===== config.mk =====
export PLATFORM = sky130hd
export DESIGN_NAME = uart_tx_arbiter
export DESIGN_NICKNAME = d
export VERILOG_FILES = /design/src/rtl/uart_pkg.sv /design/src/rtl/uart_tx_arbiter_rr_pick.sv /design/src/rtl/uart_tx_arbiter.sv
export SDC_FILE = /design/constraint.sdc
export NUM_CORES = 1
export LEC_CHECK = 0
export CORE_MARGIN = 10
export CORE_UTILIZATION = 30
export CTS_CLUSTER_SIZE = 8
export DETAILED_ROUTE_END_ITERATION = 8
export GPL_TIMING_DRIVEN = 0
export MAX_ROUTING_LAYER = met4
export PLACE_DENSITY = 0.74
export SYNTH_ARGS = -nofsm -noshare
export SYNTH_HDL_FRONTEND = slang
export SYNTH_SLANG_ARGS = --single-unit

===== constraint.sdc =====
create_clock -name clk -period 1.95 [get_ports clk]
set_clock_uncertainty 0.15 [all_clocks]
set_input_delay 0.195 -clock clk [delete_from_list [all_inputs] [get_ports clk]]
set_output_delay 0.195 -clock clk [all_outputs]
set_load 0.05 [all_outputs]

===== src/rtl/uart_pkg.sv =====
// Shared definitions for the uart_tx arbiter slice: state encoding, header
// magic nibble, beat payload struct and header-byte helper.
package uart_pkg;

  localparam int unsigned UART_DATA_WIDTH = 8;
  localparam int unsigned STATE_W         = 2;

  localparam logic [STATE_W-1:0] IDLE   = 2'd0;
  localparam logic [STATE_W-1:0] HDR    = 2'd1;
  localparam logic [STATE_W-1:0] STREAM = 2'd2;

  localparam logic [3:0] HDR_MAGIC = 4'hA;

  // One source beat as seen by the arbiter
  typedef struct packed {
    logic                       last;
    logic [UART_DATA_WIDTH-1:0] data;
  } beat_t;

  // Packet header: magic nibble followed by the granted source index
  function automatic logic [UART_DATA_WIDTH-1:0] hdr_byte(input logic [3:0] src);
    return {HDR_MAGIC, src};
  endfunction

endpackage


===== src/rtl/uart_tx_arbiter_rr_pick.sv =====
// Combinational round-robin priority encoder: first requester at or after ptr.
module rr_pick #(
  parameter  int unsigned N_SRC = 4,
  localparam int unsigned IDX_W = $clog2(N_SRC)
) (
  input  logic [N_SRC-1:0] req,
  input  logic [IDX_W-1:0] ptr,
  output logic [IDX_W-1:0] gnt_idx,
  output logic             any
);

  // Scan offsets from farthest to nearest so the nearest requester wins
  always_comb begin
    int unsigned idx;
    idx     = 0;
    gnt_idx = '0;
    any     = |req;
    for (int unsigned k = N_SRC; k > 0; k--) begin
      idx = (32'(ptr) + k - 1) % N_SRC;
      if (req[IDX_W'(idx)]) gnt_idx = IDX_W'(idx);
    end
  end

endmodule


===== src/rtl/uart_tx_arbiter.sv =====
// Round-robin packet arbiter feeding a single uart_tx byte stream.
// Grants are held for a whole tlast-delimited packet.
// Optional: UART_ARB_HEADER_EN prefixes each packet with {4'hA, source id}.
module uart_tx_arbiter
  import uart_pkg::*;
#(
  parameter  int unsigned N_SRC      = 4,
  parameter  int unsigned DATA_WIDTH = UART_DATA_WIDTH,
  localparam int unsigned IDX_W      = $clog2(N_SRC)
) (
  input  logic                        clk,
  input  logic                        rst,
  input  logic [N_SRC*DATA_WIDTH-1:0] s_axis_tdata,
  input  logic [N_SRC-1:0]            s_axis_tvalid,
  input  logic [N_SRC-1:0]            s_axis_tlast,
  output logic [N_SRC-1:0]            s_axis_tready,
  output logic [DATA_WIDTH-1:0]       m_axis_tdata,
  output logic                        m_axis_tvalid,
  input  logic                        m_axis_tready,
  output logic [IDX_W-1:0]            grant_id,
  output logic                        busy
);

  logic [STATE_W-1:0]    state;
  logic [STATE_W-1:0]    state_next;
  logic [IDX_W-1:0]      rr_ptr;
  logic [IDX_W-1:0]      pick_idx;
  logic                  pick_any;
  logic                  out_valid;
  logic [DATA_WIDTH-1:0] out_data;
  logic                  slot_free;
  logic                  beat_accept;
  logic                  hdr_load;
  beat_t                 cur_beat;

  rr_pick #(.N_SRC(N_SRC)) u_rr_pick (
    .req     (s_axis_tvalid),
    .ptr     (rr_ptr),
    .gnt_idx (pick_idx),
    .any     (pick_any)
  );

  // Granted source's current beat
  assign cur_beat.last = s_axis_tlast[grant_id];
  assign cur_beat.data = s_axis_tdata[grant_id*DATA_WIDTH +: DATA_WIDTH];

  assign slot_free     = ~out_valid | m_axis_tready;
  assign m_axis_tvalid = out_valid;
  assign m_axis_tdata  = out_data;

  // State register
  always_ff @(posedge clk) begin
    if (rst) state <= IDLE;
    else     state <= state_next;
  end

  // Next-state logic
  always_comb begin
    state_next = state;
    case (state)
      IDLE: begin
        if (pick_any) begin
`ifdef UART_ARB_HEADER_EN
          state_next = HDR;
`else
          state_next = STREAM;
`endif
        end
      end
      HDR: begin
`ifdef UART_ARB_HEADER_EN
        if (slot_free) state_next = STREAM;
`else
        state_next = STREAM;
`endif
      end
      STREAM: begin
        if (beat_accept && cur_beat.last) state_next = IDLE;
      end
      default: state_next = IDLE;
    endcase
  end

  // Handshake outputs: only the granted source sees ready, and only in STREAM
  always_comb begin
    s_axis_tready = '0;
    beat_accept   = 1'b0;
    hdr_load      = 1'b0;
    case (state)
      STREAM: begin
        s_axis_tready[grant_id] = slot_free;
        beat_accept             = slot_free & s_axis_tvalid[grant_id];
      end
      HDR: begin
`ifdef UART_ARB_HEADER_EN
        hdr_load = slot_free;
`endif
      end
      default: ;
    endcase
  end

  // Output slot, grant bookkeeping and round-robin pointer
  always_ff @(posedge clk) begin
    if (rst) begin
      out_valid <= 1'b0;
      out_data  <= '0;
      grant_id  <= '0;
      busy      <= 1'b0;
      rr_ptr    <= '0;
    end else begin
      if (beat_accept) begin
        out_valid <= 1'b1;
        out_data  <= cur_beat.data;
      end else if (hdr_load) begin
        out_valid <= 1'b1;
        out_data  <= DATA_WIDTH'(hdr_byte(4'(grant_id)));
      end else if (m_axis_tready) begin
        out_valid <= 1'b0;
      end

      if (state == IDLE && pick_any) begin
        grant_id <= pick_idx;
        busy     <= 1'b1;
      end

      if (beat_accept && cur_beat.last) begin
        busy   <= 1'b0;
        rr_ptr <= (grant_id == IDX_W'(N_SRC - 1)) ? '0 : grant_id + 1'b1;
      end
    end
  end

endmodule

==> results.toml, run 1 <==
[worst_setup_path]
arrival_ps = 1550
worstPathRequired_ps = 1600
path_class = "reg -> out"
crit_chain = "clkdlybuf4s50_1"
cp_slowest_cell = "clkdlybuf4s50_1"
crit_path_max_fanout = 6
critPathCaptureType = "output port"
cp-start-kind = "flip-flop"
max_stage_delay_ps = 830
critPathBufInv = 1
crit_family = "buffers and inverters"

[timing]
rsz0062_at_grt = "false"
setup_tns_ps = 0
period_share_pct = 97.4
slew_headroom_pct = 65.7
fin_ws_ps = 51.6
hold_violations = 0
slew_viol_final = 0
tightestPinTransition_ps = 514
timing.hold.ws_ps = 334
fmax_mhz = 527
finalSetupViolations = 0
final.min_clock_period_ps = 1900

[logic_synthesis]
syn_area_um2 = 942
netlist_instances = 89
ys_seq_area_share_pct = 31.9
synth.avg_cell_area_um2 = 10.6
syn-num-nets = 136
synth.distinct_cells = 24
synth_warnings = 0
ys_ff_latch = 15

[die]
core-area_mm2 = 0.00303
die_h_um = 76.0
dieArea_mm2 = 0.00578
initial_core_util_pct = 31.1
rows = 20
die_w_um = 76.0
ios = 59

[global_routing]
track_usage_pct = 11.4
grt_pass1_vias = 986
antenna_found_initial = 0
grt.overflow.total = 0
grt_first_pass_wirelength_um = 5220
grt_max_degree = 11

[pwr]
leakagePower_nw = 0.669
power_density_mw_per_mm2 = 545
ir_drop_uv = 176

[layout]
multiInputGateArea_um2 = 591
syn_to_final_growth_pct = 74.0
diodes = 0
final_common_cell = "clkdlybuf4s50_1"
nNetsFinal = 201
ff_latch_area_um2 = 305
fill_cells = 279
layout_common_cells = "clkdlybuf4s50_1, dfxtp_1, nor2_1, mux4_2, mux2i_1"
drive_gt1_share_pct = 17.0

[cts]
htreeDepth = 1
cts.path.max_buffers = 2
insertion_delay_ps = 290
numClockSinks = 15
root_buffer = "clkbuf_4"
clk_pin_slew_ps = 110
cts_tree = "done"
cts_buffers = 3

[routing]
via_per_inst = 4.78
drc = 0
drt-initial-drc-count = 27
drt-total-wl_um = 3220
vias = 942
ant_nets = 0
drtPass1Iterations = 4
routedWlPerCell_um = 16.4

[place]
gp_congestion = 0.709
dp_slack_ps = -458
dp_hpwl_um = 2620
portBuffers = 58

[status]
status = "finished clean"

[min_path]
hold_class = "reg -> reg"

[run]
maxCapViolCount = 0
[cells by family after synthesis]
family / count (synthesis) / synth area share (%)
and+or+nand+nor: 25 / 14.3
buffers and inverters: 12 / 5.44
muxes: 19 / 33.9
adders and majority gates: 4 / 5.31
DFF: 15 / 31.9
AOI/OAI and AO/OA: 14 / 9.16
[cell type report]
cell class / count / share of cell area, %
Tap cell: 44 / 3.36
Multi-Input combinational cell: 62 / 36.0
Sequential cell: 15 / 18.6
Buffer: 5 / 2.90
Timing Repair Buffer: 60 / 35.6
Clock inverter: 1 / 0.458
Clock buffer: 3 / 1.37
Inverter: 7 / 1.60
[timing repair]
item | 4_1_cts | 5_1_grt
gates cloned | 0 | 0
hold buffers | 0 | 0
resized for setup | 21 | 6
buffers inserted | 0 | 2
endpoints found under the setup margin | 4 | 3
[metrics by stage]
| step | instance area, um^2 | utilization [%] | std cells | power (mW) |
|---|---|---|---|---|
| finish | 1640 | 54.1 | 197 | 0.894 |
| global route | 1640 | 54.1 | 197 | 0.947 |
| CTS | 1620 | 53.3 | 195 | 0.898 |
| detailed placement | 1580 | 52.2 | 191 | 0.708 |
| global placement | 1580 | 52.2 | 191 | 0.699 |
| floorplan | 945 | - | 89 | 0.550 |
[flip-flops by register name, indices dropped and copies added, names as in the netlist]
signal / cells
busy: 1
m_axis_tvalid: 1
state: 1
m_axis_tdata: 8
grant_id: 2
rr_ptr: 2
[synth_stat cells]
library cell	number	area (um^2)
a211o_1	1	8.76
a21oi_1	8	40.0
a221oi_1	2	17.5
and3_1	4	25.0
buf_1	1	3.75
buf_2	2	10.0
buf_4	1	7.51
clkbuf_1	1	3.75
dfxtp_1	15	300
ha_1	4	50.1
inv_1	7	26.3
mux2i_1	9	90.1
mux4_1	1	26.3
mux4_2	9	203
nand2_1	3	11.3
nand2b_1	2	12.5
nand3_1	1	5.00
nand4_4	1	21.3
nor2_1	11	41.3
nor4_1	1	6.26
o211a_1	1	10.0
o21ai_0	2	10.0
or2_1	1	6.26
or3_1	1	6.26
[metal layers]
metal,up-vias,track usage [%],routed length (um),part of all wire [%]
met5,-,-,0,0
met4,0,3.98,27,0.84
met3,2,3.30,181,5.6
met2,43,17.0,1440,45
met1,441,14.3,1570,49
li1,456,-,-,-
[worst reg2reg max path: cells and delay by family, from the launching register on]
family                 cells  cell delay (ps)
AND/OR/NAND/NOR            2              160
multiplexers               2              790
buffers and inverters      1              210
flip-flops                 1              420
[worst paths after layout]
path               startpoint               to  slack (ps)  cells past startpoint
hold / removal      rr_ptr[0]        rr_ptr[0]         330                      2
hold reg to reg     rr_ptr[0]        rr_ptr[0]         330                      2
setup reg to reg  grant_id[0]  m_axis_tdata[5]          90                      5
setup / recovery  grant_id[1]      grant_id[1]          50                      1
[where the power goes]
group	switching [mW]	internal, mW
combinational	0.171	0.189
sequential	0.0164	0.328
clock	0.111	0.0780
total	0.298	0.595
No activity file was read; power rests on OpenSTA's default activity.
==> inputs of run 2 (changes only) <==
CORE_UTILIZATION = 36   (was 30)
PLACE_DENSITY = 0.85   (was 0.74)
==> run 2 against run 1 <==
Against the previous run:
- total power up 1.8%
- critical path depth is the same
- largest power group unchanged
- sequential power is essentially flat
- combinational power rose by 3%
==> results.toml, run 2 (same netlist as run 1, synthesis figures left out) <==
[status]
status = "finished clean"

[worst_setup_path]
crit_family = "buffers and inverters"
rr_worst_depth = 5
path_class = "reg -> out"
worstPathRequired_ps = 1600
crit_chain = "clkdlybuf4s50_1"
path_depth = 1
max_stage_delay_ps = 830
critPathCaptureType = "output port"
cp_slowest_cell = "clkdlybuf4s50_1"
cp-start-kind = "flip-flop"
arrival_ps = 1550
critPathBufInv = 1
crit_path_max_fanout = 6

[routing]
drt-initial-drc-count = 90
drc = 0
drtPass1Iterations = 4
drt-total-wl_um = 3420
vias = 988
routedWlPerCell_um = 18.5
via_per_inst = 5.34
ant_nets = 0

[timing]
setup_tns_ps = 0
fin_ws_ps = 54.6
fmax_mhz = 528
period_share_pct = 97.2
slew_viol_final = 0
hold_violations = 0
final.min_clock_period_ps = 1900
slew_headroom_pct = 64.2
timing.hold.ws_ps = 327
tightestPinTransition_ps = 535
finalSetupViolations = 0

[global_routing]
grt_first_pass_wirelength_um = 5140
grt.overflow.total = 0
antenna_found_initial = 0
grt_pass1_vias = 1021
track_usage_pct = 13.1
grt_max_degree = 11

[layout]
syn_to_final_growth_pct = 73.7
fill_cells = 187
ff_latch_area_um2 = 305
largest_register_ffs = 8
postLayoutCellArea_mm2 = 0.00164
layout_common_cells = "clkdlybuf4s50_1, dfxtp_1, nor2_1, mux4_2, mux2i_1"
nNetsFinal = 203
final_cells = 185
final_common_cell = "clkdlybuf4s50_1"
drive_gt1_share_pct = 18.1
diodes = 0
final_util_pct = 66.1
multiInputGateArea_um2 = 591

[die]
ios = 59
dieArea_mm2 = 0.00506
core-area_mm2 = 0.00248
die_w_um = 71.2
rows = 18
die_h_um = 71.2
initial_core_util_pct = 38.0

[cts]
cts_buffers = 3
cts_tree = "done"
insertion_delay_ps = 300
numClockSinks = 15
root_buffer = "clkbuf_4"
cts.path.max_buffers = 2
clk_pin_slew_ps = 100
ctsHoldBuffers = 0
htreeDepth = 1

[place]
dp_slack_ps = -501
dp_hpwl_um = 2730
placed_cell_area_mm2 = 0.00156
gp_congestion = 0.796
dp.cells = 177
portBuffers = 58

[pwr]
ir_drop_uv = 279
leakagePower_nw = 0.681
power_density_mw_per_mm2 = 556
finalPower_uw = 910

[min_path]
holdPathStages = 2
hold_class = "reg -> reg"

[run]
maxCapViolCount = 0
run 2: cell types whose count changed in the layout (fill, tap and decap cells not counted), sizes merged:
cell  change
buf       +2
run 2: area by class of cell:
type	count	area share (%)
timing repair buffer	62	36.6
multi-input combinational	62	36.1
sequential	15	18.7
buffer	5	2.91
tap	30	2.29
inverter	7	1.61
clock buffer	3	1.38
clock inverter	1	0.459
run 2: worst reg2reg max path: stages, from the launching register on:
cell	delay [ps]
dfxtp_4	410
mux4_2	550
nand3_1	110
buf_4	210
mux2i_1	230
nor2_1	70
run 2: metal layers:
metal	track usage (%)	wire, um	up-vias	part of all wire, %
li1	-	-	461	-
met1	13.3	1320	476	39
met2	22.7	1800	47	53
met3	2.51	233	4	6.8
met4	7.96	68	0	2.0
met5	-	0	-	0
run 2: timing repair:
item,4_1_cts,5_1_grt
setup endpoints to repair,5,4
setup buffers,0,4
gates resized for setup,23,4
run 2: final timing paths:
path                                         to  slack, ps         from
worst max-delay path                grant_id[1]         50  grant_id[1]
worst min-delay path                  rr_ptr[0]        330    rr_ptr[0]
worst max register to register  m_axis_tdata[5]         80  grant_id[0]
worst min register to register        rr_ptr[0]        330    rr_ptr[0]
run 2: power by group:
group          switching, mW  total (mW)  internal (mW)
Combinational          0.178       0.372          0.194
Sequential            0.0162       0.345          0.328
Clock                  0.116       0.194         0.0782
